--- src/rtl/reg_wb_arbiter.sv ---
// ============================================================================
// reg_wb_arbiter: register-file writeback arbiter (ALU priority, ext FIFO,
// pending-register scoreboard). Optional macro: REG_WB_BYPASS_EN.
// Revision: 1.0
// ============================================================================
`default_nettype none

module reg_wb_arbiter #(
    parameter int DEPTH  = 4,
    parameter int ADDR_W = 4,
    parameter int DATA_W = 32
) (
    input  logic                       clk,
    input  logic                       reset,
    input  logic                       alu_wr_valid,
    input  logic [ADDR_W-1:0]          alu_wr_addr,
    input  logic [DATA_W-1:0]          alu_wr_data,
    input  logic                       ext_valid,
    output logic                       ext_ready,
    input  logic [ADDR_W-1:0]          ext_addr,
    input  logic [DATA_W-1:0]          ext_data,
    input  logic                       issue_valid,
    input  logic [ADDR_W-1:0]          issue_addr,
    input  logic [ADDR_W-1:0]          rd_addr_0,
    input  logic [ADDR_W-1:0]          rd_addr_1,
    output logic                       hazard,
    output logic                       write_enable,
    output logic [ADDR_W-1:0]          write_addr,
    output logic [DATA_W-1:0]          write_data,
    output logic [(2**ADDR_W)-1:0]     pending,
    output logic [$clog2(DEPTH):0]     fifo_count,
    output logic                       err_waw
);

    localparam int PTR_W = $clog2(DEPTH);
    localparam int CNT_W = PTR_W + 1;
    localparam int NREG  = 2**ADDR_W;
    localparam int ENT_W = ADDR_W + DATA_W;
    localparam logic [CNT_W-1:0] C_FULL = CNT_W'(DEPTH);
    localparam logic [CNT_W-1:0] C_ONE  = CNT_W'(1);
    localparam logic [PTR_W-1:0] C_PTR_ONE = PTR_W'(1);

    logic [ENT_W-1:0]  r_mem [DEPTH];
    logic [PTR_W-1:0]  r_wr_ptr;
    logic [PTR_W-1:0]  r_rd_ptr;
    logic [CNT_W-1:0]  r_count;
    logic [NREG-1:0]   r_pending;
    logic              r_err_waw;
    logic              r_we;
    logic [ADDR_W-1:0] r_waddr;
    logic [DATA_W-1:0] r_wdata;

    logic              w_empty;
    logic              w_ready;
    logic              w_bypass;
    logic              w_push;
    logic              w_pop;
    logic              w_ext_wr;
    logic [ADDR_W-1:0] w_ext_wr_addr;
    logic [ADDR_W-1:0] w_head_addr;
    logic [DATA_W-1:0] w_head_data;
    logic [NREG-1:0]   w_pending_nxt;

    assign w_empty = (r_count == '0);
    // Readiness comes from the registered count only, so a same-cycle pop
    // never opens a slot for a push.
    assign w_ready = (r_count != C_FULL);

`ifdef REG_WB_BYPASS_EN
    assign w_bypass = ~alu_wr_valid & w_empty & ext_valid;
`else
    assign w_bypass = 1'b0;
`endif

    assign w_push = ext_valid & w_ready & ~w_bypass;
    assign w_pop  = ~alu_wr_valid & ~w_empty;

    assign {w_head_addr, w_head_data} = r_mem[r_rd_ptr];

    assign w_ext_wr      = w_pop | w_bypass;
    assign w_ext_wr_addr = w_pop ? w_head_addr : ext_addr;

    // Set wins over clear when the same register is issued and retired together.
    always_comb begin
        w_pending_nxt = r_pending;
        if (w_ext_wr) begin
            w_pending_nxt[w_ext_wr_addr] = 1'b0;
        end
        if (issue_valid) begin
            w_pending_nxt[issue_addr] = 1'b1;
        end
    end

    always_ff @(posedge clk) begin
        if (w_push) begin
            r_mem[r_wr_ptr] <= {ext_addr, ext_data};
        end
    end

    always_ff @(posedge clk) begin
        if (reset) begin
            r_wr_ptr  <= '0;
            r_rd_ptr  <= '0;
            r_count   <= '0;
            r_pending <= '0;
            r_err_waw <= 1'b0;
            r_we      <= 1'b0;
            r_waddr   <= '0;
            r_wdata   <= '0;
        end else begin
            if (w_push) begin
                r_wr_ptr <= r_wr_ptr + C_PTR_ONE;
            end
            if (w_pop) begin
                r_rd_ptr <= r_rd_ptr + C_PTR_ONE;
            end
            case ({w_push, w_pop})
                2'b10:   r_count <= r_count + C_ONE;
                2'b01:   r_count <= r_count - C_ONE;
                default: r_count <= r_count;
            endcase

            r_pending <= w_pending_nxt;
            if (alu_wr_valid && r_pending[alu_wr_addr]) begin
                r_err_waw <= 1'b1;
            end

            if (alu_wr_valid) begin
                r_we    <= 1'b1;
                r_waddr <= alu_wr_addr;
                r_wdata <= alu_wr_data;
            end else if (w_pop) begin
                r_we    <= 1'b1;
                r_waddr <= w_head_addr;
                r_wdata <= w_head_data;
            end else if (w_bypass) begin
                r_we    <= 1'b1;
                r_waddr <= ext_addr;
                r_wdata <= ext_data;
            end else begin
                r_we    <= 1'b0;
            end
        end
    end

    assign ext_ready    = w_ready;
    assign hazard       = r_pending[rd_addr_0] | r_pending[rd_addr_1];
    assign write_enable = r_we;
    assign write_addr   = r_waddr;
    assign write_data   = r_wdata;
    assign pending      = r_pending;
    assign fifo_count   = r_count;
    assign err_waw      = r_err_waw;

endmodule

`default_nettype wire

--- config.mk ---
export PLATFORM = sky130hd
export DESIGN_NAME = reg_wb_arbiter
export DESIGN_NICKNAME = d
export VERILOG_FILES = /design/src/rtl/reg_wb_arbiter.sv
export SDC_FILE = /design/constraint.sdc
export NUM_CORES = 1
export LEC_CHECK = 0
export CAP_MARGIN = 0
export CORE_MARGIN = 2
export CORE_UTILIZATION = 35
export DETAILED_ROUTE_END_ITERATION = 6
export HOLD_SLACK_MARGIN = 0.08
export RECOVER_POWER = 25
export SYNTH_ARGS = -nofsm -noshare
export SYNTH_HDL_FRONTEND = slang
export SYNTH_SLANG_ARGS = --single-unit
export TNS_END_PERCENT = 5
--- constraint.sdc ---
create_clock -name clk -period 5.11 [get_ports clk]
set_clock_uncertainty 0.15 [all_clocks]
set_input_delay 0.7665 -clock clk [delete_from_list [all_inputs] [get_ports clk]]
set_output_delay 0.7665 -clock clk [all_outputs]
set_load 0.01 [all_outputs]
==> results_dict.tcl <==
set metrics [dict create \
    boundaryPins 148 \
    area_growth_pct 29.4 \
    drive_gt1_frac 0.135 \
    synth_edf_count 144 \
    grt_max_degree 85 \
    power.leakage_nw 3.73 \
    worst_slack_ps 1060 \
    first_pass_iters 4 \
    clkSinkCount 207 \
    cts_hold_buffers 0 \
    mostFrequentLayoutCell "edfxtp_1" \
    crit_path_max_fanout 4 \
    timing.slew.headroom 0.310 \
    synthXorXnorAreaFrac 0.00207 \
    p_seq_frac 0.440 \
    dp_hpwl_mm 12.3 \
    synthAdderAreaFrac 0.00974 \
    clk_latency_ps 490 \
    synth_ff_type "edfxtp_1" \
    dpl_cell_area_sq_mm 0.0102 \
    fmax_mhz 247 \
    synth_fp_nets 654 \
    num_rows 56 \
    h-tree-depth 1 \
    nets 789 \
    gp_congestion 0.835 \
    root_buffer "clkbuf_16" \
    holdWs_ps 334 \
    dieArea_sq_mm 0.0255 \
    die_w_microns 160 \
    fin_crit_ps 4050 \
    power.internal_mw 3.50 \
    yosysWarnings 0 \
    cts.path.max_buffers 3 \
    numPortBuffers 147 \
    synth.mux.area_fraction 0.137 \
    pwr-share-clk 0.336 \
    power_density_mw_per_mm2 439 \
    worst_slew_pin_slew_ps 1030 \
    first_global_vias 5744 \
    core_sq_mm 0.0236 \
    preCtsSetupSlack_ps 1070 \
    total_power_mw 4.81 \
    syn-cell-area_sq_mm 0.00848 \
    peakVddDrop_mv 0.248 \
    synth_top_family_by_area "multiplexers" \
    outcome "finished, final reports clean" \
    num_vias 5399 \
    ys_ff_latch 207 \
    cp-start-kind "input port" \
    antenna_left 0 \
    synth_cell_types 40 \
    post-cts-setup-buffers 0 \
    final_cell_mix "edfxtp_1 (144), clkdlybuf4s50_1 (118), dfxtp_1 (61)" \
    synth-seq-area-share 0.659 \
    required_ps 4190 \
    grt_overflow_total 0 \
    numCtsBuffers 22 \
    vias_per_cell 5.23 \
    swShare 0.274 \
    finalCritPeriodShare 0.792 \
    antenna_found_initial 4 \
    synth_compound_area_frac 0.0956 \
    initial_utilization 0.359 \
    hold_violations 0 \
    async_flop_share 0 \
    syn_avg_cell_area_sq_um 15.2 \
    ctsResizeCount 0 \
    switchingPower_mw 1.32 \
    finalNonFillerCells 1032 \
    grt_pass1_wl_mm 30.6 \
    maxCapViolCount 0 \
    drv_slew 0 \
    critical-path-max-stage-delay_ps 600 \
    syn_inst 559 \
    combPwrFrac 0.224 \
    yosys.area_share.simple 0.0576 \
    finalSetupViolations 0 \
    grt_use_total 0.150 \
    wl_per_cell_microns 18.6 \
    remaining_drc_errors 0 \
    final_cell_area_sq_mm 0.0110 \
    fin_util 0.465 \
    cp_cell_sequence "clkdlybuf4s50_1, mux4_1, mux4_2, or2_1, clkdlybuf4s50_1" \
    slowest_stage "mux4_1" \
    worst_hold_path_type "flip-flop to flip-flop" \
    die_y_microns 160 \
    crit_path_end_kind "output pin" \
    crit_arrival_ps 3130 \
    worstSetupPathType "input port to output pin" \
    dp_cells 989 \
    crit_top_cell "clkdlybuf4s50_1" \
    tritoncts "yes" \
    drt_iter0_drc 288 \
    tns_ps 0 \
    rsz0062_at_grt "false" \
    wl_mm 19.2 \
    clk_pin_slew_ps 60 \
]
[worst paths after layout]
path / start / endpoint / slack [ps] / cells past startpoint
setup / recovery: rd_addr_0[0] / hazard / 1060 / 5
hold / removal: r_rd_ptr[1] / flip-flop / 330 / 2
setup reg to reg: flip-flop / pending[5] / 2490 / 3
hold reg to reg: r_rd_ptr[1] / flip-flop / 330 / 2
[logic make-up (layout without fill, tap and decap cells)]
family | after synthesis | count (layout)
other cells | 0 | 3
buf+inv | 84 | 235
mux | 51 | 51
compound gates | 118 | 118
simple gates | 91 | 91
flops | 207 | 207
xor+xnor | 2 | 2
fa+ha+maj | 6 | 6
[Yosys cell counts (all sizes together) (2+ instances only)]
cell    count  area, sq um
xor2        2         17.5
dfxtp      63         1260
buf        18         82.6
or3         3         18.8
a21o        2         15.0
inv        43          161
a311oi     16          153
edfxtp    144         4320
o21ai       3         15.0
nor2        8         30.0
a221oi     36          315
nand2      53          199
mux4       50         1150
ha          5         62.6
nor4b       3         56.3
nand3       3         15.0
and2        2         12.5
nor2b       4         25.0
and3b       2         17.5
and3        5         31.3
a21oi      59          295
clkbuf     23         86.3
[worst max-delay path: cells and delay by family]
| family | cells | cell delay [ps] |
|---|---|---|
| buffers and inverters | 2 | 1060 |
| multiplexers | 2 | 1070 |
| AND/OR/NAND/NOR | 1 | 230 |
[layer usage]
layer | GRT usage | share of wire | vias to the layer above
li1 | - | - | 2461
met1 | 0.191 | 0.43 | 2704
met2 | 0.253 | 0.48 | 198
met3 | 0.0384 | 0.071 | 34
met4 | 0.0413 | 0.018 | 2
met5 | 0 | 0.00068 | -
[registers in the layout, summed over array words and instances, names as in the netlist, named ones only]
signal        flops
r_rd_ptr          2
err_waw           1
r_wr_ptr          2
write_addr        4
r_mem           144
fifo_count        3
pending          16
write_data       32
write_enable      1
[final cells by class]
type / count / area (sq um)
clock buffers: 31 / 627
flip-flops and latches: 207 / 5590
fillers: 2067 / 12600
inverters: 43 / 161
diodes: 3 / 7.51
multi-input cells: 268 / 2570
repair buffers: 152 / 1500
clock inverters: 9 / 120
well taps: 319 / 399
[power by group through the flow]
stage,Combinational [mW],Sequential (mW),Clock (mW)
after floorplan,0.688,2.11,0
final,1.08,2.12,1.62
after CTS,1.10,2.12,1.66
after detailed placement,1.10,2.16,0
after global placement,1.07,2.14,0
after global routing,1.19,2.14,1.72
(Power assumes the default switching activity.)
